===== config.mk =====
export PLATFORM = sky130hd
export DESIGN_NAME = alu_result_stage
export DESIGN_NICKNAME = d
export VERILOG_FILES = /design/src/rtl/alu_pkg.sv /design/src/rtl/alu_flag_gen.sv /design/src/rtl/alu_result_stage.sv
export SDC_FILE = /design/constraint.sdc
export NUM_CORES = 1
export LEC_CHECK = 0
export CORE_ASPECT_RATIO = 0.5
export CORE_MARGIN = 1.5
export CORE_UTILIZATION = 35
export CTS_CLUSTER_SIZE = 12
export DETAILED_ROUTE_END_ITERATION = 7
export PLACE_DENSITY_LB_ADDON = 0.15
export SYNTH_ARGS = -nofsm -noshare
export SYNTH_HDL_FRONTEND = slang
export SYNTH_SLANG_ARGS = --single-unit

===== constraint.sdc =====
create_clock -name clk -period 3.9 [get_ports clk]
set_input_delay 0.78 -clock clk [delete_from_list [all_inputs] [get_ports clk]]
set_output_delay 0.78 -clock clk [all_outputs]
set_load 0.05 [all_outputs]

===== src/rtl/alu_pkg.sv =====
// Shared opcode, flag-index and entry definitions for the ALU result stage.
// Imported by alu_flag_gen and alu_result_stage.
package alu_pkg;

   localparam logic [2:0] OP_CLR = 3'b000;
   localparam logic [2:0] OP_BMA = 3'b001;
   localparam logic [2:0] OP_AMB = 3'b010;
   localparam logic [2:0] OP_ADD = 3'b011;
   localparam logic [2:0] OP_XOR = 3'b100;
   localparam logic [2:0] OP_OR  = 3'b101;
   localparam logic [2:0] OP_AND = 3'b110;
   localparam logic [2:0] OP_SET = 3'b111;

   localparam int FLG_N = 3;
   localparam int FLG_Z = 2;
   localparam int FLG_C = 1;
   localparam int FLG_V = 0;

   localparam int ENTRY_W = 36;

   typedef struct packed {
      logic [31:0] f;
      logic [3:0]  flags;
   } entry_t;

endpackage


===== src/rtl/alu_flag_gen.sv =====
// Combinational carry chain and {N,Z,C,V} flag generation for 8 slices.
// Optional V flag enabled by macro ALU_RESULT_OVF_EN.
module alu_flag_gen
   import alu_pkg::*;
(
   input  logic [31:0] f,
   input  logic [7:0]  g,
   input  logic [7:0]  p,
   input  logic        c_in,
   input  logic [2:0]  s,
   input  logic        a31,
   input  logic        b31,
   output logic [3:0]  flags
);

   logic cy;
   logic is_arith;
   logic ovf;

   // Ripple-lookahead carry across the eight slice g/p pairs
   always_comb begin
      cy = c_in;
      for (int k = 0; k < 8; k++) begin
         cy = g[k] | (p[k] & cy);
      end
   end

   assign is_arith = (s == OP_BMA) | (s == OP_AMB) | (s == OP_ADD);

`ifdef ALU_RESULT_OVF_EN
   // Signed overflow from operand and result sign bits
   always_comb begin
      ovf = 1'b0;
      case (s)
         OP_ADD:  ovf = (a31 == b31) & (f[31] != a31);
         OP_AMB:  ovf = (a31 != b31) & (f[31] != a31);
         OP_BMA:  ovf = (a31 != b31) & (f[31] != b31);
         default: ovf = 1'b0;
      endcase
   end
`else
   logic ovf_unused;
   assign ovf_unused = a31 ^ b31;
   assign ovf = 1'b0;
`endif

   // Pack flags into their fixed bit positions
   always_comb begin
      flags        = '0;
      flags[FLG_N] = f[31];
      flags[FLG_Z] = (f == 32'h0);
      flags[FLG_C] = is_arith & cy;
      flags[FLG_V] = ovf;
   end

endmodule


===== src/rtl/alu_result_stage.sv =====
// ALU result stage: flag generation feeding a 2-entry output FIFO
// with a saturating pop counter. V flag optional via ALU_RESULT_OVF_EN.
module alu_result_stage
   import alu_pkg::*;
(
   input  logic        clk,
   input  logic        rst,
   input  logic        in_valid,
   output logic        in_ready,
   input  logic [31:0] in_f,
   input  logic [7:0]  in_g,
   input  logic [7:0]  in_p,
   input  logic        in_c,
   input  logic [2:0]  in_s,
   input  logic        in_a31,
   input  logic        in_b31,
   output logic        out_valid,
   input  logic        out_ready,
   output logic [31:0] out_f,
   output logic [3:0]  out_flags,
   output logic [15:0] out_count
);

   logic [1:0]  cnt_q, cnt_d;
   entry_t      mem0_q, mem0_d;
   entry_t      mem1_q, mem1_d;
   logic [15:0] count_q, count_d;
   logic [3:0]  new_flags;
   entry_t      new_entry;
   logic        push;
   logic        pop;

   alu_flag_gen u_flag_gen (
      .f     (in_f),
      .g     (in_g),
      .p     (in_p),
      .c_in  (in_c),
      .s     (in_s),
      .a31   (in_a31),
      .b31   (in_b31),
      .flags (new_flags)
   );

   assign new_entry = '{f: in_f, flags: new_flags};

   assign in_ready  = (cnt_q != 2'd2);
   assign out_valid = (cnt_q != 2'd0);
   assign push      = in_valid & in_ready;
   assign pop       = out_valid & out_ready;

   assign out_f     = mem0_q.f;
   assign out_flags = mem0_q.flags;
   assign out_count = count_q;

   // FIFO next state; mem0 is always the head entry
   always_comb begin
      cnt_d  = cnt_q;
      mem0_d = mem0_q;
      mem1_d = mem1_q;
      case ({push, pop})
         2'b10: begin
            if (cnt_q == 2'd0) mem0_d = new_entry;
            else               mem1_d = new_entry;
            cnt_d = cnt_q + 2'd1;
         end
         2'b01: begin
            mem0_d = mem1_q;
            cnt_d  = cnt_q - 2'd1;
         end
         2'b11: begin
            // only reachable with one entry held
            mem0_d = new_entry;
         end
         default: ;
      endcase
   end

   // Saturating count of popped results
   always_comb begin
      count_d = count_q;
      if (pop && (count_q != 16'hFFFF)) begin
         count_d = count_q + 16'd1;
      end
   end

   // State registers, cleared asynchronously
   always_ff @(posedge clk or posedge rst) begin
      if (rst) begin
         cnt_q   <= '0;
         mem0_q  <= '0;
         mem1_q  <= '0;
         count_q <= '0;
      end else begin
         cnt_q   <= cnt_d;
         mem0_q  <= mem0_d;
         mem1_q  <= mem1_d;
         count_q <= count_d;
      end
   end

endmodule


After elaboration in Yosys (flattened, before gate mapping). Index checks and enable logic that the tools add are counted.

Bits of input ports: 58. Logic and storage cells: 51. Output and inout bits: 54. Flip-flop bits (word level): 89.

$add $sub $neg: 3. Bitwise gates (word level): 22. Mux-type cells: 3. Eq/ne operators: 9. Reduce and logical (&&, ||, !) cells: 8.

Operators by type and width (number): 36-bit one-hot mux with 3 select lines (1); 36-bit 2-to-1 mux (1); 32-bit zero test (1); 16-bit by 1-bit adder with 16-bit output, second input constant (1); 16-bit inequality test, second input constant (1); 1-bit AND (11); 1-bit bitwise OR (10); 3-bit by 2-bit equality test with 1-bit output, second input constant (2); 2-bit equality test, second input constant (2); 2-bit inequality test, second input constant (2); 2-bit one-hot mux with 2 select lines (1); 2-bit AND reduction (2); 2-bit nonzero test (2); 3-bit by 1-bit equality test with 1-bit output, second input constant (1); 3-bit nonzero test (1); 2-bit by 1-bit adder with 2-bit output, second input constant (1); 2-bit by 1-bit equality test with 1-bit output, second input constant (1); 2-bit zero test (1); 2-bit by 1-bit subtractor with 2-bit output, second input constant (1); 1-bit logical AND (1); 1-bit inverter (1).

Logic depth before layout (Yosys ltp).
Word-level depth: 19. Depth in mapped cells: 9. Gate-level depth less buffers: 7.

By module. Synthesis repeated with hierarchy kept, for this count alone.

Cell total of the unflattened synthesis: 341. Area, all modules: 4058.9 um^2.

By module, submodules not included: alu_result_stage (area each 3907.5 um^2, cells each 315, seq. area each 2252.2 um^2, instances 1); alu_flag_gen (area each 151.4 um^2, cells each 26, seq. area each 0.0 um^2, instances 1).

Worst setup path after synthesis. No wires, ideal clock.

Kind: register -> register. Start point: reg cnt_q[0]. End point: reg mem0_q, in the netlist out_f[0]. Library setup time: 0.133 ns. Setup slack: 1.605 ns. Path buffers: 3. Clock period less this slack: 2.295 ns. Data required time: 3.767 ns. Arrival: 2.162 ns. Cell stages (with the launch flop): 9. Cells stage by stage: dfrtp_1 buf_2 nand2b_1 nand2_1 ha_1 buf_4 clkbuf_1 mux2i_1 o21ai_0.

Word-level cells in the longest chain between the ends: 5. Elaborated cells on any way between the ends: 12. Classes of those cells: eq/ne (5); mux (1); bitwise (2); reduce/logical (4).

RTL lines: from (decl) (RTL line alu_result_stage.sv:24) `logic [1:0] cnt_q, cnt_d;`; from (signal assigned) (RTL line alu_result_stage.sv:94) `cnt_q <= cnt_d;`; 2-bit inequality test * (RTL line alu_result_stage.sv:46) `assign in_ready = (cnt_q != 2'd2);`; via in_ready (RTL line alu_result_stage.sv:9) `output logic in_ready,`; 1-bit AND * (RTL line alu_result_stage.sv:48) `assign push = in_valid & in_ready;`; 2-bit equality test or 2-bit by 1-bit equality test with 1-bit output (tied branches) (RTL line alu_result_stage.sv:60) `case ({push, pop})`; 2-bit inequality test (no source line) or 3-bit nonzero test (tied branches); 2-bit AND reduction (no source line); to (signal assigned) (RTL line alu_result_stage.sv:95) `mem0_q <= mem0_d;`; to (decl) (RTL line alu_result_stage.sv:25) `entry_t mem0_q, mem0_d;`.

Mark *: on every way through the listed nets, which the timed path passes. The rest lies on a longest branch. A chain may end at the register's enable or synchronous reset.

Worst setup path in the final report.
Start point: reg cnt_q[0]. End point: out out_valid.

Word-level cells in the longest chain between the ends: 1.

RTL lines: 2-bit nonzero test (RTL line alu_result_stage.sv:47) `assign out_valid = (cnt_q != 2'd0);`; to (decl) (RTL line alu_result_stage.sv:17) `output logic out_valid,`.

No other way between the ends.

==> impl_metrics.csv <==
group,metric,value,unit
worst_setup_path,path_max_fanout,7,
synthesis,synth_async_sr_flop_share,100,%
timing,setup_viol,0,
final_layout,layout_commonest_cell,"clkdlybuf4s50_1",
synthesis,syn_area_per_cell,11.9,um2
worst_setup_path,cp-end-kind,"primary output",
synthesis,yosys.area.top_type,"dfrtp_1",
cts,cts_made_buffers,9,
detailed_routing,wl_per_cell,15.0,um
placed_design,place.port_buffers,108,
die,die_area,12000,um2
cts,post_cts_buffers,0,
power,p_leak,2.30,nW
synthesis,ys_seq_area_share,54.4,%
timing,rsz0062_at_grt,"false",
placed_design,gp_congestion,0.831,
die,io-pin-count,112,
detailed_routing,final_antenna_net_count,0,
worst_setup_path,reg2reg_slack,1710,ps
power,p_sw_share,42.4,%
global_routing,grt_pass1_vias,2963,
power,power.density,825,nW/um2
detailed_routing,viasPerCell,4.95,
final_layout,final_cell_mix,"108 x clkdlybuf4s50_1, 86 x dfrtp_1, 39 x nand2_1",
detailed_routing,wirelength,8.86,mm
run,maxCapViolCount,0,
worst_hold_path,hp-class,"flop to flop",
die,die_w,153,um
power,p_int,2.61,mW
synthesis,syn-cell-area,3950,um2
final_layout,fillers,978,
worst_setup_path,critPathKind,"flop to primary output",
cts,clockRootBuffer,"clkbuf_16",
global_routing,grt_max_degree,84,
die,rows,27,
placed_design,dp_hpwl,6.33,mm
timing,finalHoldViolCount,0,
synthesis,netlist-cell-type-count,49,
outcome,status,"finished, final reports clean",
worst_setup_path,cp-startpoint,"cnt_q[0]",
synthesis,syn_nets,394,
timing,max_slew_margin,21.1,%
cts,cts_buffer_depth,2,
timing,period_share,69.9,%
timing,slew_violations,0,
global_routing,grt.overflow.total,0,
synthesis,synth_warnings,0,
power,p_total,4.53,mW
cts,cts_resized,0,
synthesis,syn_inst,333,
worst_setup_path,r2r-start,"cnt_q[0]",
global_routing,antenna_found_initial,0,
detailed_routing,num_vias,2922,
global_routing,grt_use_total,15.5,%
cts,cts_tree,"built",
power,p_comb_share,46.6,%
synthesis,synthTopCellsByArea,"dfrtp_1 54%, mux2_2 9.4%, mux2i_1 8.4%",
worst_setup_path,cp.arrival,1950,ps
final_layout,num_antenna_cells,0,
detailed_routing,drt_iter0_markers,112,
timing,period_minus_slack,2730,ps
timing,fin_tns_setup,0,ps
power,p_clk_share,19.4,%
die,initial_utilization,35.9,%
synthesis,synth-seq-cells,86,
cts,clk_pin_slew,60,ps
detailed_routing,firstDrtPassIters,4,
worst_setup_path,rr_endpoint,"out_f[11]",
final_layout,num-nets-final,501,
die,die_y,78.2,um
worst_setup_path,start_kind,"flop",
global_routing,grt_pass1_wl,14.5,mm
timing,worst_pin_slew,1180,ps
synthesis,synth_edf_count,0,
synthesis,synthFlopType,"dfrtp_1",
cts,clk_latency,340,ps
power,power_frac_seq,34.0,%
cts,postCtsHoldBufs,0,
power,ir_drop,0.404,mV
worst_setup_path,crit_path_end,"out_valid",
die,core_area,11000,um2
final_layout,multi_input_area,1700,um2
detailed_routing,drc,0,
timing,hold-worst-slack,476,ps
synthesis,yosysTopAreaCellShare,54.4,%
timing,skew,7.41,ps
timing,clock.fmax,367,MHz
cts,clock-sinks,86,
cts,cts.htree.levels,3,
worst_setup_path,r2r_cells,6,
worst_setup_path,required,3120,ps
power,p_switching,1.92,mW
final_layout,drive_above_1_share,15.7,%
final_layout,area.sequential,2150,um2
final_layout,syn2layout_area_growth,38.9,%
-- power groups by stage --
stage                     logic (mW)  clock network, mW  registers [mW]
final                           2.11              0.878            1.54
after floorplan                0.835                  0            2.17
after CTS                       2.14              0.903            1.54
after global routing            2.23              0.949            1.59
after global placement          2.10                  0            1.54
after detailed placement        2.13                  0            1.56
-- flip-flops by register name (all words and copies together), names as in the netlist --
register and cells:
out_f 31, mem1_q 34, out_count 16, out_flags 3, cnt_q 2
-- worst max-delay path, stage by stage, from the launching register on --
cell             delay, ps
dfrtp_1                560
nor2_1                 160
inv_1                   80
clkdlybuf4s50_1        810
-- worst min path at each step --
stage                     startpoint  cells past startpoint  slack (ps)   endpoint
final                      mem1_q[1]                      2         480  mem1_q[1]
after global routing        out_f[5]                      2         510   out_f[5]
after CTS                  mem1_q[1]                      2         480  mem1_q[1]
after detailed placement   mem1_q[1]                      2         470  mem1_q[1]
after global placement     mem1_q[1]                      2         450  mem1_q[1]
after floorplan            mem1_q[1]                      2         440  mem1_q[1]
-- metrics by stage --
stage	worst slack [ps]	instance area [um2]	util, %	cells
detailed placement	912	5190	47.1	574
global placement	979	5190	47.1	574
floorplan	898	3950	-	333
global route	1110	5490	49.9	590
finish	1170	5490	49.9	590
CTS	1160	5490	49.9	590
-- synthesized netlist by cell type (3+ instances only) --
library cell and number:
nand4_1 6, o21ai_0 34, nor3_1 5, inv_1 6, o31ai_1 3, dfrtp_1 86, clkbuf_1 5, mux2i_1 33
nand2_1 39, nor4_1 10, xor2_1 9, xnor2_1 7, buf_4 7, nor2_1 4, ha_1 3, nand3_1 7
mux2_2 33, buf_2 5
-- layer usage --
metal  GRT usage [%]  vias up  routed length [um]
li1                -     1407                   -
met1            19.2     1428                4170
met2            25.5       71                4170
met3            4.86       16                 401
met4            6.18        0                 123
met5               0        -                   0
-- cells by family (layout without fill, tap and decap cells) --
logic type,after synthesis,in the layout,share of synthesized area [%]
AO/OA/AOI/OAI,51,51,7.88
AND/OR/NAND/NOR,86,86,12.0
adder cells (fa/ha/maj),3,3,0.949
XOR/XNOR,16,16,3.54
buffers and inverters,23,135,3.01
other,1,1,0.0948
multiplexers,67,67,18.1
flip-flops,86,86,54.4
-- layout make-up --
class / instances / area share (%)
Multi-Input combinational cell: 224 / 31.0
Timing Repair Buffer: 113 / 20.6
Tap cell: 145 / 3.30
Inverter: 6 / 0.433
Clock inverter: 7 / 1.41
Clock buffer: 9 / 4.10
Sequential cell: 86 / 39.2
Power figures use the tool's default switching activity.
